[src/rtl/wb_regfile_if.sv]
// MEM/WB write-back bus, ID read ports and debug port of the integer register file.
// master drives the pipeline/read indices, slave (the register file) returns data.
interface wb_regfile_if #(
  parameter int XLEN  = 32,
  parameter int CNT_W = 32
);
  logic [XLEN-1:0]  mem_rd_data;
  logic [XLEN-1:0]  alu_data;
  logic [4:0]       mem_rd_addr;
  logic             memToReg;
  logic             regWrite;
  logic [4:0]       rs1_addr;
  logic [4:0]       rs2_addr;
  logic [4:0]       dbg_addr;
  logic [XLEN-1:0]  rs1_data;
  logic [XLEN-1:0]  rs2_data;
  logic [XLEN-1:0]  dbg_data;
  logic [XLEN-1:0]  wb_data;
  logic             wb_valid;
  logic [CNT_W-1:0] wb_count;

  modport master (
    output mem_rd_data, alu_data, mem_rd_addr, memToReg, regWrite,
    output rs1_addr, rs2_addr, dbg_addr,
    input  rs1_data, rs2_data, dbg_data, wb_data, wb_valid, wb_count
  );

  modport slave (
    input  mem_rd_data, alu_data, mem_rd_addr, memToReg, regWrite,
    input  rs1_addr, rs2_addr, dbg_addr,
    output rs1_data, rs2_data, dbg_data, wb_data, wb_valid, wb_count
  );
endinterface

[src/rtl/wb_regfile.sv]
// RV32I write-back stage and 32x32 register file with two ID read ports,
// registered debug read and retired-write counter. Option: WB_REGFILE_BYPASS_EN.
module wb_regfile #(
  parameter int XLEN  = 32,
  parameter int NREG  = 32,
  parameter int CNT_W = 32
) (
  input logic          clk,
  input logic          rst,
  wb_regfile_if.slave  bus
);

  logic [XLEN-1:0]  r_regs [NREG];
  logic [XLEN-1:0]  r_dbg_data;
  logic [CNT_W-1:0] r_wb_count;

  logic [XLEN-1:0]  w_wb_data;
  logic             w_wb_valid;
  logic [XLEN-1:0]  w_rs1_data;
  logic [XLEN-1:0]  w_rs2_data;

  // wb_valid gates on regWrite first so X on the other inputs during a bubble
  // resolves to 0 and cannot reach the array or the counter.
  assign w_wb_data  = bus.memToReg ? bus.mem_rd_data : bus.alu_data;
  assign w_wb_valid = bus.regWrite && (bus.mem_rd_addr != 5'd0);

  always_ff @(posedge clk) begin
    if (rst) begin
      for (int i = 0; i < NREG; i++) begin
        r_regs[i] <= '0;
      end
      r_dbg_data <= '0;
      r_wb_count <= '0;
    end else begin
      r_dbg_data <= (bus.dbg_addr == 5'd0) ? '0 : r_regs[bus.dbg_addr];
      if (w_wb_valid) begin
        r_regs[bus.mem_rd_addr] <= w_wb_data;
        r_wb_count              <= r_wb_count + 1'b1;
      end
    end
  end

  always_comb begin
    w_rs1_data = r_regs[bus.rs1_addr];
`ifdef WB_REGFILE_BYPASS_EN
    if (w_wb_valid && (bus.rs1_addr == bus.mem_rd_addr)) begin
      w_rs1_data = w_wb_data;
    end
`endif
    if (rst || (bus.rs1_addr == 5'd0)) begin
      w_rs1_data = '0;
    end
  end

  always_comb begin
    w_rs2_data = r_regs[bus.rs2_addr];
`ifdef WB_REGFILE_BYPASS_EN
    if (w_wb_valid && (bus.rs2_addr == bus.mem_rd_addr)) begin
      w_rs2_data = w_wb_data;
    end
`endif
    if (rst || (bus.rs2_addr == 5'd0)) begin
      w_rs2_data = '0;
    end
  end

  assign bus.rs1_data = w_rs1_data;
  assign bus.rs2_data = w_rs2_data;
  assign bus.dbg_data = r_dbg_data;
  assign bus.wb_data  = w_wb_data;
  assign bus.wb_valid = w_wb_valid;
  assign bus.wb_count = r_wb_count;

endmodule

[src/flat_wrapper.sv]
// flat-port wrapper written by rule: the top's interface ports become plain ports
module wb_regfile_flat 
#(
  parameter int XLEN  = 32,
  parameter int NREG  = 32,
  parameter int CNT_W = 32
)
  (clk, rst, bus_mem_rd_data, bus_alu_data, bus_mem_rd_addr, bus_memToReg, bus_regWrite, bus_rs1_addr, bus_rs2_addr, bus_dbg_addr, bus_rs1_data, bus_rs2_data, bus_dbg_data, bus_wb_data, bus_wb_valid, bus_wb_count);
  wb_regfile_if #(.XLEN(XLEN), .CNT_W(CNT_W)) bus_i ();
  input logic clk;
  input logic rst;
  input wire logic [$bits(bus_i.mem_rd_data)-1:0] bus_mem_rd_data;
  input wire logic [$bits(bus_i.alu_data)-1:0] bus_alu_data;
  input wire logic [$bits(bus_i.mem_rd_addr)-1:0] bus_mem_rd_addr;
  input wire logic [$bits(bus_i.memToReg)-1:0] bus_memToReg;
  input wire logic [$bits(bus_i.regWrite)-1:0] bus_regWrite;
  input wire logic [$bits(bus_i.rs1_addr)-1:0] bus_rs1_addr;
  input wire logic [$bits(bus_i.rs2_addr)-1:0] bus_rs2_addr;
  input wire logic [$bits(bus_i.dbg_addr)-1:0] bus_dbg_addr;
  output wire logic [$bits(bus_i.rs1_data)-1:0] bus_rs1_data;
  output wire logic [$bits(bus_i.rs2_data)-1:0] bus_rs2_data;
  output wire logic [$bits(bus_i.dbg_data)-1:0] bus_dbg_data;
  output wire logic [$bits(bus_i.wb_data)-1:0] bus_wb_data;
  output wire logic [$bits(bus_i.wb_valid)-1:0] bus_wb_valid;
  output wire logic [$bits(bus_i.wb_count)-1:0] bus_wb_count;
  assign bus_i.mem_rd_data = bus_mem_rd_data;
  assign bus_i.alu_data = bus_alu_data;
  assign bus_i.mem_rd_addr = bus_mem_rd_addr;
  assign bus_i.memToReg = bus_memToReg;
  assign bus_i.regWrite = bus_regWrite;
  assign bus_i.rs1_addr = bus_rs1_addr;
  assign bus_i.rs2_addr = bus_rs2_addr;
  assign bus_i.dbg_addr = bus_dbg_addr;
  assign bus_rs1_data = bus_i.rs1_data;
  assign bus_rs2_data = bus_i.rs2_data;
  assign bus_dbg_data = bus_i.dbg_data;
  assign bus_wb_data = bus_i.wb_data;
  assign bus_wb_valid = bus_i.wb_valid;
  assign bus_wb_count = bus_i.wb_count;
  wb_regfile #(.XLEN(XLEN), .NREG(NREG), .CNT_W(CNT_W)) u_core (.clk(clk), .rst(rst), .bus(bus_i));
endmodule
[config.mk]
export PLATFORM = sky130hd
export DESIGN_NAME = wb_regfile_flat
export DESIGN_NICKNAME = d
export VERILOG_FILES = /design/src/rtl/wb_regfile_if.sv /design/src/rtl/wb_regfile.sv /design/src/flat_wrapper.sv
export SDC_FILE = /design/constraint.sdc
export NUM_CORES = 2
export LEC_CHECK = 0
export BUFFER_PORTS_ARGS = -buffer_cell sky130_fd_sc_hd__buf_2
export CORE_MARGIN = 5
export CORE_UTILIZATION = 50
export DETAILED_ROUTE_END_ITERATION = 12
export PLACE_DENSITY = 0.67
export SYNTH_ARGS = -nofsm -noshare
export SYNTH_HDL_FRONTEND = slang
export SYNTH_SLANG_ARGS = --single-unit
[constraint.sdc]
create_clock -name clk -period 5.7 [get_ports clk]
set_input_delay 0 -clock clk [delete_from_list [all_inputs] [get_ports clk]]
set_output_delay 0 -clock clk [all_outputs]
set_load 0.05 [all_outputs]
==> reports/results.ini <==
[run_status]
status=finished with violations
violations=capacitance limit, slew limit

[detailed_routing]
wl_per_cell_um=39.11
drc=0
dr.pass1.iters=9
antenna_left=0
dr_wl_met3_um=46560
via_per_inst=7.520
wl_met2_um=110700
wl_met1_um=90680
top_layer=met5
drt_iter0_drc=11151
wl_um=271500
num_vias=52214

[power]
seqPwrFrac_pct=46.2
pwr-share-clk_pct=36.8
p_switching_w=0.006098
p_sw_share_pct=29.37
p_comb_share_pct=17.0
leakage_nw=26.66
internal_power_w=0.01467
irDropWorstVdd_uv=281.3
pwr_density_cell_mw_per_mm2=292.8

[critical_path]
cp_slowest_cell=and2_1
cp_top_family=buffers and inverters
worstPathRequired_ns=5.70
critPathKind=input port to output port
cp.arrival_ns=3.48
start_kind=input port
crit_top_cell=buf_4
critPathCaptureType=output port
crit_chain=dlygate4sd3_1 > buf_4 > nor3_2 > and2_1 > buf_4 > a21oi_1 > nand4_1 > buf_2
crit_path_max_incr_delay_ns=1.05
cp_num_buf_inv=4
path_max_fanout=55

[clock_network]
cts_setup_buffers=0
cts-root-buf=clkbuf_16
cts_resized=0
cts_num_sinks=1088
cts_hold_buffers=84
insertion_delay_ns=0.79
path_clk_slew_ns=0.06
cts_tree=yes
clockBufferDepth=3
numCtsBuffers=117
htreeDepth=3

[sta]
hold_violations=0
setup_tns_ns=0
period_share_pct=61.04
holdWs_ns=0.04633
clock_skew_ns=0.04529
worstMarginPinSlew_ns=1.533
setup_viol=0
relSlewSlack_pct=-2.187
slew_violations=33
fmax_ghz=0.2874
finalCriticalPeriod_ns=3.479
rsz0062_at_grt=no

[floorplanning]
die_w_um=364.2
rows=130
chipHeight_um=364.2
fp.dieArea_mm2=0.1326
start_util_pct=50.15
core_area_mm2=0.1251
io_pins=249

[synth]
async_flop_share_pct=0
synth_edf_count=1024
yosysSeqAreaShare_pct=51.06
ys_ff_latch=1088
synth_top_area_share_pct=49.02
synth_cells=5082
yosysWarnings=0
synth-main-ff-cell=edfxtp_1
post_synth_instance_area_mm2=0.06273
avgSynthCellArea_um2=12.34
ys_top_cells_by_area=edfxtp_1, mux4_2, mux2i_1
yosysTopAreaCell=edfxtp_1
ys_types=51

[place]
hpwl_um=166000
io_buffers=248
dpl.cell_count=6633
place_congestion=0.9873

[min_path]
hold_path_class=input port to flop

[final_layout]
area_delta_synth_final_pct=13.05
nNetsFinal=5275
layout.cells.non_filler=6943
layout_commonest_cell=edfxtp_1
drive_gt1_share_pct=21.37
layout_common_cells=edfxtp_1, nor2_1, mux2i_1, a22oi_1, mux4_2
final_util_pct=56.70
fillers=10126

[grt]
grt_use_total_pct=40.06
grt_pass1_wl_um=374100
grt_max_degree=102
grt-ovfl-total=0
antenna_found_initial=24
grt_pass1_vias=49966

[run]
maxCapViolCount=1

==> cell usage after synthesis (13+ instances only) <==
cell      instances
clkbuf_1        382
mux2i_1         809
dfxtp_1          64
mux4_2          380
nor2_1         1015
a22o_1           42
nor2b_1          16
nand2b_1         31
nand4_1         103
buf_2           139
inv_1            40
buf_1            23
a22oi_1         448
a31oi_1          42
a21oi_1          66
edfxtp_1       1024
or4_1            14
nand3_1         218
and3_1           49
nand2_1          68
o31ai_1          13
==> power groups by stage <==
stage          registers (W)  clock network, W  logic [W]
2_1_floorplan        0.00967                 0    0.00204
3_3_place_gp         0.00970                 0    0.00331
3_5_place_dp         0.00973                 0    0.00333
4_1_cts              0.00956           0.00762    0.00340
5_1_grt              0.00962           0.00795    0.00356
6_report             0.00960           0.00763    0.00353
==> state kept, by name, indices dropped and copies added (netlist names) <==
signal / cells
u_core.bus.dbg_data: 32
u_core.bus.wb_count: 32
u_core.r_regs: 1024
==> path summary, 6_finish.rpt <==
path,cells after the start,endpoint,startpoint,slack [ns]
setup / recovery,8,bus_rs1_data[1],rst,2.22
hold reg to reg,2,u_core.bus.wb_count[30],u_core.bus.wb_count[30],0.50
setup reg to reg,4,u_core.bus.wb_count[29],u_core.bus.wb_count[2],3.58
hold / removal,4,u_core.r_regs[1][23],bus_mem_rd_data[23],0.05
==> metrics by stage <==
stage                     total power, W  worst slack (ns)  cell area, um^2
final                            0.02076             2.221            70920
after global routing             0.02114             2.352            70900
after CTS                        0.02058             2.508            70900
after detailed placement         0.01306             2.341            66230
after global placement           0.01301             2.379            66230
after floorplan                  0.01172             3.410            62850
==> worst reg2reg max path, delay by kind of cell (launching register included) <==
kind             cells  cell delay (ns)
multiplexers         1             0.37
AND/OR/NAND/NOR      2             0.72
flip-flops           1             0.41
AO/OA/AOI/OAI        1             0.50
==> layer usage <==
metal / vias up / track usage, %
met3: 1309 / 14.75
met5: - / 0
li1: 19792 / -
met2: 5500 / 55.87
met1: 25597 / 52.20
met4: 16 / 27.20
==> layout make-up <==
| cell class | instances | area (um^2) | area share [%] |
|---|---|---|---|
| sequential | 1088 | 32030 | 45.17 |
| multi-input combinational | 3437 | 29300 | 41.31 |
| timing repair buffer | 502 | 3600 | 5.076 |
| clock buffer | 158 | 3201 | 4.513 |
| tap | 1650 | 2064 | 2.911 |
| clock inverter | 62 | 561.8 | 0.7922 |
| inverter | 40 | 150.1 | 0.2117 |
| antenna | 6 | 15.01 | 0.02117 |
==> kinds of logic after synthesis <==
group | share of synthesized area [%]
AND/OR/NAND/NOR | 11.14
multiplexers | 26.62
flip-flops | 51.06
AO/OA/AOI/OAI | 7.264
buffers and inverters | 3.821
XOR/XNOR | 0.06982
adder cells (fa/ha/maj) | 0.01994
other | 0.005978
No activity file was read; power rests on OpenSTA's default activity.
